File: config.mk
export PLATFORM = sky130hd
export DESIGN_NAME = scene_mem_arbiter_flat
export DESIGN_NICKNAME = d
export VERILOG_FILES = /design/src/rtl/scene_mem_arbiter_pkg.sv /design/src/rtl/scene_mem_arbiter_if.sv /design/src/rtl/scene_mem_arbiter_valid_delay_line.sv /design/src/rtl/scene_mem_arbiter.sv /design/src/flat_wrapper.sv
export SDC_FILE = /design/constraint.sdc
export NUM_CORES = 1
export LEC_CHECK = 0
export ABC_AREA = 1
export BUFFER_PORTS_ARGS = -buffer_cell sky130_fd_sc_hd__buf_2
export CAP_MARGIN = 20
export CORE_AREA = 4 4 208 210
export CTS_CLUSTER_SIZE = 10
export DETAILED_ROUTE_END_ITERATION = 10
export DIE_AREA = 0 0 212 214
export HOLD_SLACK_MARGIN = 0.1
export PLACE_DENSITY_LB_ADDON = 0.1
export SETUP_SLACK_MARGIN = 0.3
export SLEW_MARGIN = 10
export SYNTH_ARGS = -nofsm -noshare
export SYNTH_HDL_FRONTEND = slang
export SYNTH_SLANG_ARGS = --single-unit
File: constraint.sdc
create_clock -name clk -period 3.24 [get_ports clk]
set_input_delay 0.972 -clock clk [delete_from_list [all_inputs] [get_ports clk]]
set_output_delay 0.972 -clock clk [all_outputs]
set_load 0.02 [all_outputs]
File: src/rtl/scene_mem_arbiter_pkg.sv
// Shared types for the scene-memory arbiter: record/address widths and the
// per-cycle grant encoding.
package scene_mem_arbiter_pkg;

  localparam int SCENE_ADDR_W = 4;
  localparam int SCENE_DATA_W = 128;

  // Shape and light records are both carried as a SceneRecord.
  typedef logic [SCENE_ADDR_W-1:0] SceneAddr;
  typedef logic [SCENE_DATA_W-1:0] SceneRecord;

  typedef enum logic [1:0] {
    GNT_NONE = 2'd0,
    GNT_WR   = 2'd1,
    GNT_RD   = 2'd2
  } grant_e;

  function automatic int starve_cnt_w(input int limit);
    return $clog2(limit + 1);
  endfunction

endpackage

File: src/rtl/scene_mem_arbiter_if.sv
// Bundle of the write requester, read requester and scene BRAM port signals.
interface scene_mem_arbiter_if
  import scene_mem_arbiter_pkg::*;
#(
  parameter int ADDR_W = SCENE_ADDR_W,
  parameter int DATA_W = SCENE_DATA_W
);

  // Handshake: a requester holds req (with stable addr/data) until the
  // arbiter answers with a one-cycle wr_ack / rd_gnt in the cycle the access
  // reaches memory; req must drop the next cycle or it counts as a new request.
  // rd_valid pulses once per rd_gnt, in grant order, with rd_data alongside.
  logic              wr_req;
  logic [ADDR_W-1:0] wr_addr;
  logic [DATA_W-1:0] wr_data;
  logic              wr_ack;
  logic              rd_req;
  logic [ADDR_W-1:0] rd_addr;
  logic              rd_gnt;
  logic              rd_valid;
  logic [DATA_W-1:0] rd_data;
  logic              mem_en;
  logic              mem_we;
  logic [ADDR_W-1:0] mem_addr;
  logic [DATA_W-1:0] mem_wdata;
  logic [DATA_W-1:0] mem_rdata;
  logic              mem_ready;

  modport master (
    output wr_req, wr_addr, wr_data, rd_req, rd_addr, mem_rdata,
    input  wr_ack, rd_gnt, rd_valid, rd_data,
    input  mem_en, mem_we, mem_addr, mem_wdata, mem_ready
  );

  modport slave (
    input  wr_req, wr_addr, wr_data, rd_req, rd_addr, mem_rdata,
    output wr_ack, rd_gnt, rd_valid, rd_data,
    output mem_en, mem_we, mem_addr, mem_wdata, mem_ready
  );

endinterface

File: src/rtl/scene_mem_arbiter_valid_delay_line.sv
// Shift register of read-valid bits matching the BRAM read latency; the last
// stage marks the cycle the read data is on mem_rdata.
module valid_delay_line
  import scene_mem_arbiter_pkg::*;
#(
  parameter int DEPTH = 2
) (
  input  logic clk,
  input  logic clear_i,
  input  logic shift_in_i,
  output logic valid_o,
  output logic any_valid_o
);

  logic [DEPTH-1:0] line_q;
  logic [DEPTH-1:0] line_d;

  always_comb begin
    line_d    = line_q;
    line_d[0] = shift_in_i;
    for (int i = 1; i < DEPTH; i++) begin
      line_d[i] = line_q[i-1];
    end
  end

  // Clearing drops in-flight reads so no stale rd_valid escapes a reset.
  always_ff @(posedge clk) begin
    if (clear_i) begin
      line_q <= '0;
    end else begin
      line_q <= line_d;
    end
  end

  assign valid_o     = line_q[DEPTH-1];
  assign any_valid_o = |line_q;

endmodule

File: src/rtl/scene_mem_arbiter.sv
// Serialises execute-path writes and raytracer reads onto the single scene
// BRAM port: write-first priority with a bounded read starvation window.
module scene_mem_arbiter
  import scene_mem_arbiter_pkg::*;
#(
  parameter int ADDR_W       = SCENE_ADDR_W,
  parameter int DATA_W       = SCENE_DATA_W,
  parameter int READ_LATENCY = 2,
  parameter int STARVE_LIMIT = 4
) (
  input logic                clk,
  input logic                rst,
  scene_mem_arbiter_if.slave arb
);

  localparam int                CNT_W   = starve_cnt_w(STARVE_LIMIT);
  localparam logic [CNT_W-1:0]  CNT_MAX = CNT_W'(STARVE_LIMIT);

  logic [CNT_W-1:0]  starve_q;
  logic [CNT_W-1:0]  starve_d;
  grant_e            grant;
  logic              read_forced;
  logic              gnt_wr;
  logic              gnt_rd;
  logic [ADDR_W-1:0] addr_mux;
  logic [DATA_W-1:0] wdata_mux;
  logic              rd_valid_tap;
  logic              reads_in_flight;

  // Grants are suppressed during reset so a request held across rst is not acked.
  always_comb begin
    read_forced = arb.rd_req && (starve_q == CNT_MAX);
    grant       = GNT_NONE;
    if (!rst) begin
      if (arb.wr_req && !read_forced) begin
        grant = GNT_WR;
      end else if (arb.rd_req) begin
        grant = GNT_RD;
      end
    end
  end

  assign gnt_wr = (grant == GNT_WR);
  assign gnt_rd = (grant == GNT_RD);

  always_comb begin
    addr_mux  = '0;
    wdata_mux = '0;
    if (gnt_wr) begin
      addr_mux  = arb.wr_addr;
      wdata_mux = arb.wr_data;
    end else if (gnt_rd) begin
      addr_mux  = arb.rd_addr;
    end
  end

  always_comb begin
    starve_d = starve_q;
    if (!arb.rd_req || gnt_rd) begin
      starve_d = '0;
    end else if (starve_q != CNT_MAX) begin
      starve_d = starve_q + 1'b1;
    end
  end

  always_ff @(posedge clk) begin
    if (rst) begin
      starve_q <= '0;
    end else begin
      starve_q <= starve_d;
    end
  end

  valid_delay_line #(
    .DEPTH (READ_LATENCY)
  ) u_valid_delay_line (
    .clk         (clk),
    .clear_i     (rst),
    .shift_in_i  (gnt_rd),
    .valid_o     (rd_valid_tap),
    .any_valid_o (reads_in_flight)
  );

  assign arb.wr_ack    = gnt_wr;
  assign arb.rd_gnt    = gnt_rd;
  assign arb.mem_en    = gnt_wr || gnt_rd;
  assign arb.mem_we    = gnt_wr;
  assign arb.mem_addr  = addr_mux;
  assign arb.mem_wdata = wdata_mux;
  assign arb.rd_valid  = rd_valid_tap;
  assign arb.rd_data   = arb.mem_rdata;
  assign arb.mem_ready = !arb.wr_req && !reads_in_flight;

endmodule

File: src/flat_wrapper.sv
// flat-port wrapper written by rule: the top's interface ports become plain ports
module scene_mem_arbiter_flat import scene_mem_arbiter_pkg::*;
#(
  parameter int ADDR_W       = SCENE_ADDR_W,
  parameter int DATA_W       = SCENE_DATA_W,
  parameter int READ_LATENCY = 2,
  parameter int STARVE_LIMIT = 4
)
  (clk, rst, arb_wr_req, arb_wr_addr, arb_wr_data, arb_rd_req, arb_rd_addr, arb_mem_rdata, arb_wr_ack, arb_rd_gnt, arb_rd_valid, arb_rd_data, arb_mem_en, arb_mem_we, arb_mem_addr, arb_mem_wdata, arb_mem_ready);
  scene_mem_arbiter_if #(.ADDR_W(ADDR_W), .DATA_W(DATA_W)) arb_i ();
  input logic clk;
  input logic rst;
  input wire logic [$bits(arb_i.wr_req)-1:0] arb_wr_req;
  input wire logic [$bits(arb_i.wr_addr)-1:0] arb_wr_addr;
  input wire logic [$bits(arb_i.wr_data)-1:0] arb_wr_data;
  input wire logic [$bits(arb_i.rd_req)-1:0] arb_rd_req;
  input wire logic [$bits(arb_i.rd_addr)-1:0] arb_rd_addr;
  input wire logic [$bits(arb_i.mem_rdata)-1:0] arb_mem_rdata;
  output wire logic [$bits(arb_i.wr_ack)-1:0] arb_wr_ack;
  output wire logic [$bits(arb_i.rd_gnt)-1:0] arb_rd_gnt;
  output wire logic [$bits(arb_i.rd_valid)-1:0] arb_rd_valid;
  output wire logic [$bits(arb_i.rd_data)-1:0] arb_rd_data;
  output wire logic [$bits(arb_i.mem_en)-1:0] arb_mem_en;
  output wire logic [$bits(arb_i.mem_we)-1:0] arb_mem_we;
  output wire logic [$bits(arb_i.mem_addr)-1:0] arb_mem_addr;
  output wire logic [$bits(arb_i.mem_wdata)-1:0] arb_mem_wdata;
  output wire logic [$bits(arb_i.mem_ready)-1:0] arb_mem_ready;
  assign arb_i.wr_req = arb_wr_req;
  assign arb_i.wr_addr = arb_wr_addr;
  assign arb_i.wr_data = arb_wr_data;
  assign arb_i.rd_req = arb_rd_req;
  assign arb_i.rd_addr = arb_rd_addr;
  assign arb_i.mem_rdata = arb_mem_rdata;
  assign arb_wr_ack = arb_i.wr_ack;
  assign arb_rd_gnt = arb_i.rd_gnt;
  assign arb_rd_valid = arb_i.rd_valid;
  assign arb_rd_data = arb_i.rd_data;
  assign arb_mem_en = arb_i.mem_en;
  assign arb_mem_we = arb_i.mem_we;
  assign arb_mem_addr = arb_i.mem_addr;
  assign arb_mem_wdata = arb_i.mem_wdata;
  assign arb_mem_ready = arb_i.mem_ready;
  scene_mem_arbiter #(.ADDR_W(ADDR_W), .DATA_W(DATA_W), .READ_LATENCY(READ_LATENCY), .STARVE_LIMIT(STARVE_LIMIT)) u_core (.clk(clk), .rst(rst), .arb(arb_i));
endmodule
Word-level counts from Yosys, hierarchy flattened
Index checks and enable logic that the tools add are counted.
- $add $sub $neg: 1
- multipliers: 0
- div/mod/pow operators: 0
- magnitude comparators: 0
- equal/unequal tests: 4
- shift operators: 0
- mux-type cells: 6
- bitwise logic cells: 0
- reduce and logical (&&, ||, !) cells: 11
- operator list (operator ; count):
    $mux W128 ; 1
    $mux W4 ; 2
    $mux W2 ; 3
    $logic_not A1 Y1 ; 4
    $reduce_or A2 Y1 ; 2
    $add A3 B1 Y3 const B ; 1
    $eq A3 B3 Y1 const B ; 1
    $logic_and A1 B1 Y1 ; 3
    $ne A3 B3 Y1 const B ; 1
    $eq A2 B1 Y1 const B ; 1
    $eq A2 B2 Y1 const B ; 1
    $logic_or A1 B1 Y1 ; 2
- register bits after elaboration: 5
- latch bits: 0
- bits in writable memories: 0
- memory bits (read-only): 0
- output and inout bits: 266
- word-level logic and storage cells: 24
- memories kept: 0

Depth between registers and ports, before layout
Gate-level depths: netlist of the first run.
- depth after elaboration: 9
- mapped depth: 12

Cells and area by module
A second synthesis of the first run with hierarchy kept.
- cells, all modules: 456
- area, all modules: 2432.3 um^2
- by module, submodules not included (module ; instances ; cells each ; area an instance (um^2) ; seq. area each (um^2)):
    scene_mem_arbiter ; 1 ; 448 ; 2367.3 ; 60.1
    valid_delay_line ; 1 ; 8 ; 65.1 ; 40.0

Worst setup path before layout of the first run
Ideal clock, no wire load.
- path kind: input to output
- from: input port arb_rd_req
- to: output port arb_mem_addr[3]
- arrival: 2.187 ns
- data required time: 2.268 ns
- path slack: 0.081 ns
- stages: 9
- path buffers: 2
- cell sequence: nand3_1 > a21oi_1 > inv_1 > ha_1 > buf_2 > buf_6 > inv_1 > nand3_1 > nand2_1
- elaborated cells on any way between the ends: 10
- classes of those cells: eq/ne: 2; mux: 5; reduce/logical: 3
- RTL lines (element ; line ; text):
    from (decl) ; flat_wrapper.sv:16 ; input wire logic [$bits(arb_i.rd_req)-1:0] arb_rd_req;
    $logic_and A1 B1 Y1 ; scene_mem_arbiter.sv:32 ; read_forced = arb.rd_req && (starve_q == CNT_MAX);
    $logic_not A1 Y1 ; scene_mem_arbiter.sv:35 ; if (arb.wr_req && !read_forced) begin
    $logic_and A1 B1 Y1 ; scene_mem_arbiter.sv:35 ;
    $mux W2 * ; scene_mem_arbiter.sv:35 ;
    $mux W2 * ; scene_mem_arbiter.sv:34 ; if (!rst) begin
    $eq A2 B1 Y1 * ; scene_mem_arbiter.sv:43 ; assign gnt_wr = (grant == GNT_WR);
    named net arb_mem_we ; flat_wrapper.sv:24 ; output wire logic [$bits(arb_i.mem_we)-1:0] arb_mem_we;
    $mux W4 * ; scene_mem_arbiter.sv:49 ; if (gnt_wr) begin
    to (decl) ; flat_wrapper.sv:25 ; output wire logic [$bits(arb_i.mem_addr)-1:0] arb_mem_addr;
The timed path passes the listed nets; every way through them passes the cells marked *.

Worst setup path in the final report of the first run
- from: input port arb_rd_req
- to: output port arb_mem_wdata[72]
- longest elaborated chain between the ends: 7
- elaborated cells on any way between the ends: 8
- classes of those cells: eq/ne: 1; mux: 4; reduce/logical: 3
- ends and longest elaborated chain (element ; line ; text):
    $logic_and A1 B1 Y1 ; scene_mem_arbiter.sv:32 ;
    $logic_not A1 Y1 ; scene_mem_arbiter.sv:35 ;
    $logic_and A1 B1 Y1 ; scene_mem_arbiter.sv:35 ;
    $mux W2 * ; scene_mem_arbiter.sv:35 ;
    $mux W2 * ; scene_mem_arbiter.sv:34 ;
    $eq A2 B1 Y1 * ; scene_mem_arbiter.sv:43 ;
    $mux W128 * ; scene_mem_arbiter.sv:49 ;
    to (decl) ; flat_wrapper.sv:26 ; output wire logic [$bits(arb_i.mem_wdata)-1:0] arb_mem_wdata;
Mark *: on every way between the ends. The rest lies on a longest branch, timed or not.

==> out/metrics.csv, run 1 <==
metric,value,unit
fin crit share,0.9714,
Syn-to-layout area delta,89.16,%
Residual DRC,0,
Max H-tree Level,1,
RSZ-0062 raised after global routing,true,
chip width,212,um
drt pass-1 iters,4,
layout cells sized above 1,0.6982,
largest net degree at the start of global routing,16,
Post-Synth XOR/XNOR Area,0,
most frequent cells in the layout,"buf_2, nand2_1, inv_2, buf_4, inv_1",
startpoint types,input pin,
Area after DPL,3651,um^2
final setup vio count,0,
Layout fillers,4945,
Leakage,0.003006,uW
worst skew pair latency,0.23,ns
Fin Clk Skew,0.002265,ns
Num Clock Sinks,5,
DR iter-0 viols,53,
"CTS clk-pin slew, worst paths",0.03,ns
Worst Tran Pin Value,0.2692,ns
post-synthesis mux area share,0,
die area,45370,um^2
Overflow after GRT,0,
Crit Path Max Fanout,12,
core area,41570,um^2
Max transition margin,0.8203,
number of global-route vias before repair,2979,
initial antenna violation count,1,
final setup margin,0.09263,ns
PortBufs,277,
pre-CTS WS,-0.08860,ns
R2R depth,16,
initial core utilization,0.05749,
Crit path largest cell delay,0.22,ns
YS warnings,0,
Post-Syn Nets,726,
Crit path max-delay family,buffers and inverters,
Critical path buffers and inverters,5,
pwr dens,170.8,nW/um^2
all-layer global routing usage,0.05435,
Max Clock Freq,317.7,MHz
syn avg cell area,5.264,um^2
antenna diode count,0,
first-pass GRT wire length,18440,um
critical path class,in2out,
Max clock buf depth,2,
min Tclk post-route,3.147,ns
# IOs,534,
final core occ,0.1087,
CTS tree,built,
Post-Route WL,14300,um
Final Net Count,896,
"Hold-fix buffers, CTS",0,
Via Count,2967,
Wirelength per Cell,12.31,um
largest family of logic cells by synthesized area,buffers and inverters,
Die Ht,214,um
Compound-Gate Fraction of Synth Area,0.006283,
library cells used by synthesis,11,
final hold viol count,0,
Final Cell Area,4521,um^2
critical path arrival,2.18,ns
"Critical Path, Cell by Cell",buf_8 > nand3_4 > nand2_2 > nor2_4 > ha_4 > buf_12 > buf_16 > nand2_1 > inv_2 > buf_2,
Syn Inst Count,454,
CTS buffer count,3,
Synth Area in Simple Gates,0.2518,
worst hold path type,reg2reg,
Synth Cell Area,2390,um^2
WP depth,10,
Max Cap Viol,0,
register area share after synthesis,0.04188,
Detail Placement HPWL,11840,um
CP Capture Type,primary output,
WHS Path Cells,2,
row count,75,
clock root buffer,clkbuf_16,
"most common cell after layout, fill and taps aside",buf_2,
"flops & latches, synth",5,
"antenna viol nets, final",0,
gpl congestion,0.6780,
CP Data Required Time,2.27,ns
adder-cell share of the synthesized area,0.02094,
Worst IR Drop VDD,0.2408,mV
fin. max-slew vios,0,
Avg Vias per Cell,2.553,
CP max-delay cell,ha_4,
status,"finished, final reports clean",
[registers in the layout, summed over array words and instances, names as in the netlist]
| register | cells |
|---|---|
| u_core.starve_q | 3 |
| u_core.u_valid_delay_line.line_q | 2 |
[worst paths after layout]
check,start,to,slack (ns)
setup / recovery,arb_rd_req,arb_mem_wdata[72],0.09
hold / removal,u_core.u_valid_delay_line.line_q[0],u_core.u_valid_delay_line.line_q[1],0.42
setup reg to reg,u_core.starve_q[0],u_core.starve_q[2],1.11
hold reg to reg,u_core.u_valid_delay_line.line_q[0],u_core.u_valid_delay_line.line_q[1],0.42
[stage by stage]
step	cells	power (uW)	setup TNS, ns	hold slack (ns)
floorplan	454	499.7	0	0.4027
detailed placement	1143	470.2	-0.1503	0.4181
global route	1162	830.9	0	0.4487
finish	1162	772.2	0	0.4218
global placement	1143	475.6	-0.1304	0.4337
CTS	1157	759.7	0	0.4266
[layer usage]
| layer | track usage | part of all wire | wire, um |
|---|---|---|---|
| met4 | 0.03825 | 0.069 | 990 |
| met3 | 0.02636 | 0.15 | 2096 |
| met2 | 0.09672 | 0.48 | 6929 |
| met1 | 0.04710 | 0.30 | 4283 |
| met5 | 0 | 0 | 0 |
[worst register-to-register path, stage by stage (launching register included)]
cell	delay [ns]
dfxtp_1	0.35
inv_1	0.07
ha_1	0.27
nand3_4	0.12
nand2_2	0.07
nor2_4	0.11
buf_4	0.12
buf_4	0.09
inv_1	0.05
ha_4	0.20
buf_6	0.13
buf_4	0.12
inv_1	0.07
nand3_1	0.14
inv_1	0.08
nand2_1	0.05
inv_1	0.04
[cell families (layout without fill, tap and decap cells)]
family          count (synthesis)  in the layout
buf+inv                       285            454
simple gates                  157            157
flops                           5              5
fa+ha+maj                       4              4
compound gates                  3              3
[synth_stat cells]
master | instances | area share
nand3_1 | 9 | 0.019
buf_6 | 8 | 0.038
buf_4 | 129 | 0.41
dfxtp_1 | 5 | 0.042
inv_1 | 141 | 0.22
a21oi_1 | 3 | 0.0063
nor3_1 | 1 | 0.0021
buf_2 | 7 | 0.015
ha_1 | 4 | 0.021
nor2_1 | 3 | 0.0047
nand2_1 | 144 | 0.23
[layout make-up]
cell class | count | area, um^2 | area share
clock buffer | 4 | 78.83 | 0.01744
inverter | 141 | 546.8 | 0.1210
multi-input combinational | 164 | 900.9 | 0.1993
sequential | 5 | 100.1 | 0.02214
tap | 539 | 674.4 | 0.1492
timing repair buffer | 309 | 2220 | 0.4910
[power by group]
part	switching, uW	internal [uW]
registers	1.34	63.7
logic	265	238
clock network	41.1	163
[what timing repair did]
item,in CTS,in global routing
setup buffers,6,3
cloned,4,2
resized for setup,117,64
pin swaps,6,4
setup endpoints to repair,135,136
(Power assumes the default switching activity.)
==> run 2: changes to the inputs <==
Settings changed: BUFFER_PORTS_ARGS -buffer_cell sky130_fd_sc_hd__buf_2 to -buffer_cell sky130_fd_sc_hd__buf_4, CORE_AREA 4 4 208 210 to 2 2 206 208, DIE_AREA 0 0 212 214 to 0 0 208 210.
==> out/metrics.csv, run 2 (synthesized netlist as in run 1, its figures left out) <==
metric,value,unit,change
Wirelength per Cell,12.88,um,+4.7%
largest reg by FF count,u_core.starve_q,,
antenna diode count,0,,unchanged
DR iter-0 viols,44,,-17%
Max Cap Viol,0,,unchanged
core area,41480,um^2,-0.23%
"Hold-fix buffers, CTS",0,,unchanged
Crit Path Max Fanout,9,,-3
min Tclk post-route,3.134,ns,-0.01315 ns
Worst IR Drop VDD,0.2263,mV,-6.0%
max reg flops,3,,unchanged
largest net degree at the start of global routing,27,,+11
CTS tree,built,,
"most common cell after layout, fill and taps aside",buf_4,,
flop-to-flop setup slack,1.36,ns,+0.25 ns
worst hold path type,reg2reg,,
Max transition margin,0.8039,,-0.01636
Max H-tree Level,1,,unchanged
chip width,208,um,-1.9%
first-pass GRT wire length,19310,um,+4.7%
all-layer global routing usage,0.05858,,+0.004234
Fin Clk Skew,0.001690,ns,-0.0005750 ns
final setup vio count,0,,unchanged
critical path arrival,2.16,ns,-0.02 ns
initial core utilization,0.05762,,+0.0001301
CP Data Required Time,2.27,ns,about the same
Area after DPL,4232,um^2,+16%
"CTS clk-pin slew, worst paths",0.03,ns,about the same
Final Net Count,894,,-0.22%
pwr dens,164.4,nW/um^2,-3.8%
gpl congestion,0.6296,,-7.1%
Residual DRC,0,,unchanged
RSZ-0062 raised after global routing,true,,
R2R depth,14,,-2
Largest regs,"u_core.starve_q x3, u_core.u_valid_delay_line.line_q x2",,
layout cells sized above 1,0.8261,,+0.1279
die area,43680,um^2,-3.7%
fin. max-slew vios,0,,unchanged
Syn-to-layout area delta,139.0,%,
"antenna viol nets, final",0,,unchanged
row count,75,,unchanged
final hold viol count,0,,unchanged
Avg Vias per Cell,2.673,,+4.7%
worst skew pair latency,0.23,ns,about the same
Via Count,3101,,+4.5%
critical path class,in2out,,
Max Clock Freq,319.1,MHz,+0.42%
Detail Placement HPWL,10740,um,-9.3%
Overflow after GRT,0,,unchanged
post-placement cell count,1133,,-0.87%
Die Ht,210,um,-1.9%
Layout fillers,4844,,-2.0%
Final Cell Area,5712,um^2,+26%
status,"finished, final reports clean",,
fin cells,1160,,-0.17%
initial antenna violation count,0,,-1
WHS Path Cells,2,,unchanged
Num Clock Sinks,5,,unchanged
Max clock buf depth,2,,unchanged
Leakage,0.003601,uW,+20%
Post-Route WL,14940,um,+4.5%
final core occ,0.1377,,+0.02896
CP Capture Type,primary output,,
number of global-route vias before repair,3081,,+3.4%
drt pass-1 iters,2,,-2
clock root buffer,clkbuf_16,,
Worst Tran Pin Value,0.2937,ns,+0.02450 ns
PortBufs,277,,unchanged
CTS buffer count,3,,unchanged
most frequent cells in the layout,"buf_4, inv_2, buf_6",,
# IOs,534,,unchanged
startpoint types,input pin,,
fin crit share,0.9674,,-0.004058
[run 2: changes by cell type in the layout (fill, tap and decap cells not counted), sizes merged]
cell    delta
buf        -4
clkinv     -1
inv        +1
clkbuf     +2
[run 2: area by class of cell]
type,instances,area [um^2],share of cell area
well taps,539,674.4,0.1181
clock buffers,4,78.83,0.01380
multi-input cells,164,1326,0.2322
flip-flops and latches,5,100.1,0.01752
repair buffers,307,2998,0.5249
inverters,141,534.3,0.09354
[run 2: final timing paths]
check	from	to
worst max-delay path	arb_rd_req	arb_mem_wdata[34]
worst min-delay path	u_core.u_valid_delay_line.line_q[0]	u_core.u_valid_delay_line.line_q[1]
worst max register to register	u_core.starve_q[0]	u_core.starve_q[2]
worst min register to register	u_core.u_valid_delay_line.line_q[0]	u_core.u_valid_delay_line.line_q[1]
[run 2: where the power goes]
group	switching, uW	internal, uW	total [uW]	leakage [uW]
Combinational	324	345	669	0.00352
Clock	41.8	163	205	0.0000382
Sequential	1.47	63.7	65.2	0.0000407
[run 2: per-stage QoR]
step	hold WS (ns)	setup slack (ns)	power, uW	TNS [ns]
after floorplan	0.4027	0.2726	499.7	0
after global placement	0.4335	-0.007910	545.3	-0.02102
after detailed placement	0.4353	-0.01438	539.7	-0.04427
after CTS	0.4425	0.09363	838.3	0
after global routing	0.4707	0.02145	991.7	0
final	0.4437	0.1058	939.0	0
[run 2: worst max-delay path: stages]
cell,delay (ns)
buf_8,0.08
nand3_4,0.09
a21oi_4,0.16
inv_2,0.06
ha_4,0.20
buf_12,0.16
clkbuf_16,0.17
nand2_1,0.05
inv_1,0.04
buf_4,0.15
[run 2: repair_timing]
| item | in CTS | in global routing |
|---|---|---|
| setup buffers | 6 | 3 |
| gates resized for setup | 94 | 194 |
| setup endpoints to repair | 133 | 136 |
| pin swaps | 3 | 7 |
| cloned | 7 | 7 |
[run 2: metal layers]
metal,track usage,share of wire
met1,0.05611,0.33
met2,0.09887,0.47
met3,0.03546,0.15
met4,0.03008,0.047
met5,0,0
